--- src/rtl/sr_pkg.sv ---
// Shared constants for the SR flip-flop bank.
// MODE_* select how a channel resolves a simultaneous set and reset request.
package sr_pkg;

  localparam int unsigned MODE_RST_DOM = 0;  // S=R=1 clears Q
  localparam int unsigned MODE_SET_DOM = 1;  // S=R=1 sets Q
  localparam int unsigned MODE_HOLD    = 2;  // S=R=1 keeps Q
  localparam int unsigned MODE_TOGGLE  = 3;  // S=R=1 inverts Q

endpackage

--- src/rtl/sr_ff_cell.sv ---
// Single SR channel: registered state plus one-cycle rise/fall edge pulses.
// Ports:
//   clk, rst   clock and synchronous active-high reset
//   en         clock enable; when low the state holds and no pulses are produced
//   s, r       set / reset requests
//   q          registered channel state
//   rise, fall one-cycle pulses registered on the same edge as a 0->1 / 1->0 change of q
module sr_ff_cell
  import sr_pkg::*;
#(
  parameter int unsigned MODE = MODE_RST_DOM,
  parameter logic        INIT = 1'b0
) (
  input  logic clk,
  input  logic rst,
  input  logic en,
  input  logic s,
  input  logic r,
  output logic q,
  output logic rise,
  output logic fall
);

  logic q_q, q_d;
  logic rise_q, fall_q;

  always_comb begin
    q_d = q_q;
    unique case ({s, r})
      2'b00: q_d = q_q;
      2'b10: q_d = 1'b1;
      2'b01: q_d = 1'b0;
      2'b11: begin
        case (MODE)
          MODE_RST_DOM: q_d = 1'b0;
          MODE_SET_DOM: q_d = 1'b1;
          MODE_TOGGLE:  q_d = ~q_q;
          default:      q_d = q_q;
        endcase
      end
    endcase
  end

  // Reset loads INIT without pulses; the first post-reset edge compares against INIT.
  always_ff @(posedge clk) begin
    if (rst) begin
      q_q    <= INIT;
      rise_q <= 1'b0;
      fall_q <= 1'b0;
    end else if (en) begin
      q_q    <= q_d;
      rise_q <= ~q_q & q_d;
      fall_q <= q_q & ~q_d;
    end else begin
      rise_q <= 1'b0;
      fall_q <= 1'b0;
    end
  end

  assign q    = q_q;
  assign rise = rise_q;
  assign fall = fall_q;

endmodule

--- src/rtl/sr_ff_bank.sv ---
// Bank of WIDTH independent SR flip-flops with conflict detection and a
// saturating conflict counter.
// Ports:
//   clk, rst      clock and synchronous active-high reset (wins over everything)
//   en            clock enable for channel state and conflict counting
//   S, R          per-channel set / reset requests
//   clr_cnt       synchronous counter clear, independent of en
//   Q, Qn         registered channel state and its complement
//   rise, fall    per-channel one-cycle edge pulses
//   conflict      previous enabled cycle had some S[i]&R[i]
//   conflict_cnt  saturating count of enabled cycles with any conflict
module sr_ff_bank
  import sr_pkg::*;
#(
  parameter int unsigned           WIDTH = 4,
  parameter int unsigned           MODE  = MODE_RST_DOM,
  parameter int unsigned           CNT_W = 8,
  parameter logic [WIDTH-1:0]      INIT  = '0
) (
  input  logic             clk,
  input  logic             rst,
  input  logic             en,
  input  logic [WIDTH-1:0] S,
  input  logic [WIDTH-1:0] R,
  input  logic             clr_cnt,
  output logic [WIDTH-1:0] Q,
  output logic [WIDTH-1:0] Qn,
  output logic [WIDTH-1:0] rise,
  output logic [WIDTH-1:0] fall,
  output logic             conflict,
  output logic [CNT_W-1:0] conflict_cnt
);

  localparam logic [CNT_W-1:0] CntMax = '1;

  for (genvar i = 0; i < WIDTH; i++) begin : g_cell
    sr_ff_cell #(
      .MODE (MODE),
      .INIT (INIT[i])
    ) u_cell (
      .clk  (clk),
      .rst  (rst),
      .en   (en),
      .s    (S[i]),
      .r    (R[i]),
      .q    (Q[i]),
      .rise (rise[i]),
      .fall (fall[i])
    );
  end

  // Complement taken from the same register, so Q == Qn can never be observed.
  assign Qn = ~Q;

  logic             any_conflict;
  logic             conflict_q, conflict_d;
  logic [CNT_W-1:0] cnt_q, cnt_d;

  assign any_conflict = |(S & R);

  always_comb begin
    conflict_d = en & any_conflict;
    cnt_d      = cnt_q;
    if (clr_cnt) begin
      cnt_d = '0;
    end else if (en && any_conflict && (cnt_q != CntMax)) begin
      cnt_d = cnt_q + CNT_W'(1);
    end
  end

  always_ff @(posedge clk) begin
    if (rst) begin
      conflict_q <= 1'b0;
      cnt_q      <= '0;
    end else begin
      conflict_q <= conflict_d;
      cnt_q      <= cnt_d;
    end
  end

  assign conflict     = conflict_q;
  assign conflict_cnt = cnt_q;

endmodule

--- config.mk ---
export PLATFORM = sky130hd
export DESIGN_NAME = sr_ff_bank
export DESIGN_NICKNAME = d
export VERILOG_FILES = /design/src/rtl/sr_pkg.sv /design/src/rtl/sr_ff_cell.sv /design/src/rtl/sr_ff_bank.sv
export SDC_FILE = /design/constraint.sdc
export NUM_CORES = 1
export LEC_CHECK = 0
export BUFFER_PORTS_ARGS = -buffer_cell sky130_fd_sc_hd__buf_2
export CORE_MARGIN = 1.5
export CORE_UTILIZATION = 45
export DETAILED_ROUTE_END_ITERATION = 7
export HOLD_SLACK_MARGIN = 0.06
export PLACE_DENSITY_LB_ADDON = 0.3
export SYNTH_ARGS = -nofsm -noshare
export SYNTH_HDL_FRONTEND = slang
export SYNTH_HIERARCHICAL = 1
export SYNTH_SLANG_ARGS = --single-unit
--- constraint.sdc ---
create_clock -name clk -period 2.9 [get_ports clk]
set_clock_uncertainty 0.2 [all_clocks]
set_input_delay 0.29 -clock clk [delete_from_list [all_inputs] [get_ports clk]]
set_output_delay 0.29 -clock clk [all_outputs]
set_load 0.02 [all_outputs]
==> flow_summary.ini <==
[setup_path]
critical_path_class = in -> reg
end_kind = register
worstPathMaxFanout = 13
r2r-start = conflict_cnt[0]
cp_slowest_stage_delay_ns = 0.54
crit_family = compound AO/OA/AOI/OAI gates
reg2reg_depth = 5
timing.rr.end = conflict_cnt[5]
slowest_stage = dlygate4sd3_1
cp.required_ns = 2.93
start_kind = input port
arrival_ns = 1.96
worstPathCellList = dlygate4sd3_1, buf_2, a22o_1, o21ai_2, nor4_1, a211oi_1
cp_num_buf_inv = 2
r2r_slack_ns = 1.18

[route]
dr.pass1.iters = 4
postRouteAntennaNets = 0
vias = 883
initialDrtViolationCount = 17
drc = 0
drt-total-wl_um = 1900
routedWlPerCell_um = 11.8
viasPerCell = 5.48

[placed_design]
port_buffers = 36
dpl.hpwl_um = 1370
place_congestion = 0.857

[timing]
drv_slew = 0
finalCritPeriodShare = 0.665
min_period_ns = 1.93
fmax_mhz = 519
hold_viol_final = 0
rsz0062_at_grt = false
worst_pin_slew_ns = 0.465
finalSetupViolations = 0
setup-tns-final_ns = 0
slew_headroom = 0.689

[min_path]
hold_class = in -> reg
holdPathStages = 2
holdPathEnd = g_cell[1].u_cell/rise
worstHoldStart = S[1]

[global_route]
grt_pass1_vias = 756
grt-ovfl-total = 0
antenna_found_initial = 0
grt_pass1_wl_um = 3260
grt_use_total = 0.202
grt_max_degree = 19

[final_layout]
antenna_cells = 0
fin_nets = 148
syn_to_final_growth_pct = 31.4
ff_latch_area_um2 = 420
finalCoreUtilization = 0.616
multiInputGateArea_um2 = 454
fillCellCount = 181
drive_gt1_frac = 0.381

[clock_network]
cts_sinks = 21
clkTransAtPathRegs_ns = 0.11
cts_tree = done
clk_latency_ns = 0.30
h-tree-depth = 1
cts_buffers = 3
cts-root-buf = clkbuf_4
clock_path_buffers = 2
post-cts-setup-buffers = 0

[synth]
synth_fp_nets = 103
synth.most_common_cell = dfxtp_1
synth_largest_area_cell = dfxtp_1
synth_ff_type = dfxtp_1
syn_area_um2 = 901
ys_ff_latch = 21
synth_edf_count = 0
synth_area_leaders = dfxtp_1 47%, and4b_1 8.9%, a211oi_2 5.6%
yosys.area.top_type_share = 0.467
synth_cell_types = 29
ys_seq_area_frac = 0.467
netlist_top_cells_count = 21 x dfxtp_1, 9 x nor2_1, 8 x and4b_1
async_flop_share = 0
yosys_warnings = 6
avgSynthCellArea_um2 = 10.0
syn_inst = 90

[floorplanning]
dieWidth_um = 47.7
dieHeight_um = 47.7
die_area_um2 = 2280
num_rows = 16
io_pins = 37
start_util = 0.469
core_area_um2 = 1920

[power_and_ir_drop]
power.density_nw_per_um2 = 437
power.leakage_uw = 0.000523
irDropWorstVdd_mv = 0.340
total_power_uw = 517

[status]
outcome = completed

[flow_run]
max_cap_violations = 0
-- cell families (layout without fill, tap and decap cells) --
logic type / count (synthesis) / in the layout / synth area share
multiplexers: 1 / 1 / 0.0111
flip-flops: 21 / 21 / 0.467
AO/OA/AOI/OAI: 25 / 25 / 0.231
AND/OR/NAND/NOR: 36 / 36 / 0.249
buffers and inverters: 6 / 50 / 0.0292
adder cells (fa/ha/maj): 1 / 1 / 0.0139
-- sequential cells by signal, indices dropped and copies added (netlist names) --
name and count:
conflict_cnt 8, conflict 1, g_cell.u_cell/fall 4, g_cell.u_cell/q 4, g_cell.u_cell/rise 4
-- per-stage QoR --
step / setup slack [ns] / hold slack, ns / std cells / instance area [um2]
CTS: 0.985 / 0.0937 / 161 / 1180
detailed placement: 1.16 / 0.284 / 152 / 1110
finish: 0.972 / 0.106 / 161 / 1180
floorplan: 1.23 / 0.162 / 90 / 901
global placement: 1.21 / 0.286 / 152 / 1110
global route: 0.831 / 0.110 / 161 / 1180
-- final cells by class --
type                    instances  share of cell area
repair buffers                 41               0.195
multi-input cells              63               0.384
well taps                      27              0.0285
clock buffers                   4              0.0222
flip-flops and latches         21               0.355
inverters                       5              0.0159
-- worst max-delay path by stage --
stage,startpoint,to,slack (ns),cells past startpoint
6_report,R[0],conflict_cnt[6],0.97,6
5_1_grt,R[0],conflict_cnt[6],0.83,6
4_1_cts,R[0],conflict_cnt[6],0.99,6
3_5_place_dp,en,conflict_cnt[3],1.16,4
3_3_place_gp,en,conflict_cnt[3],1.21,4
2_1_floorplan,conflict_cnt[0],conflict_cnt[4],1.23,5
-- power by group --
part | switching [uW] | leakage [uW] | internal [uW] | total, uW
Sequential | 5.55 | 0.000170 | 295 | 301
Combinational | 43.5 | 0.000338 | 29.7 | 73.2
Clock | 89.1 | 0.0000150 | 53.7 | 143
Total | 138 | 0.000523 | 379 | 517
-- metal layers --
metal	vias up	GRT usage	wire (um)
li1	435	-	-
met1	409	0.265	813
met2	32	0.315	946
met3	7	0.0491	93
met4	0	0.0865	44
met5	-	0	0
-- cells in the final DEF (no fill, tap or decap), drive strengths merged, types with 2 or more instances in the layout --
master / instances
nor2: 9
a22o: 2
nand2: 3
a21oi: 8
buf: 36
o21a: 2
clkbuf: 4
nand4: 2
inv: 5
nand3: 5
dfxtp: 21
and4b: 8
or2: 2
nor4: 3
or3: 2
o21ai: 3
dlygate4sd3: 5
a211oi: 5
-- timing repair --
item / 4_1_cts / 5_1_grt
resized for setup: 0 / 0
hold endpoints to repair: 5 / 0
hold buffers: 5 / 0
Power figures use the tool's default switching activity.
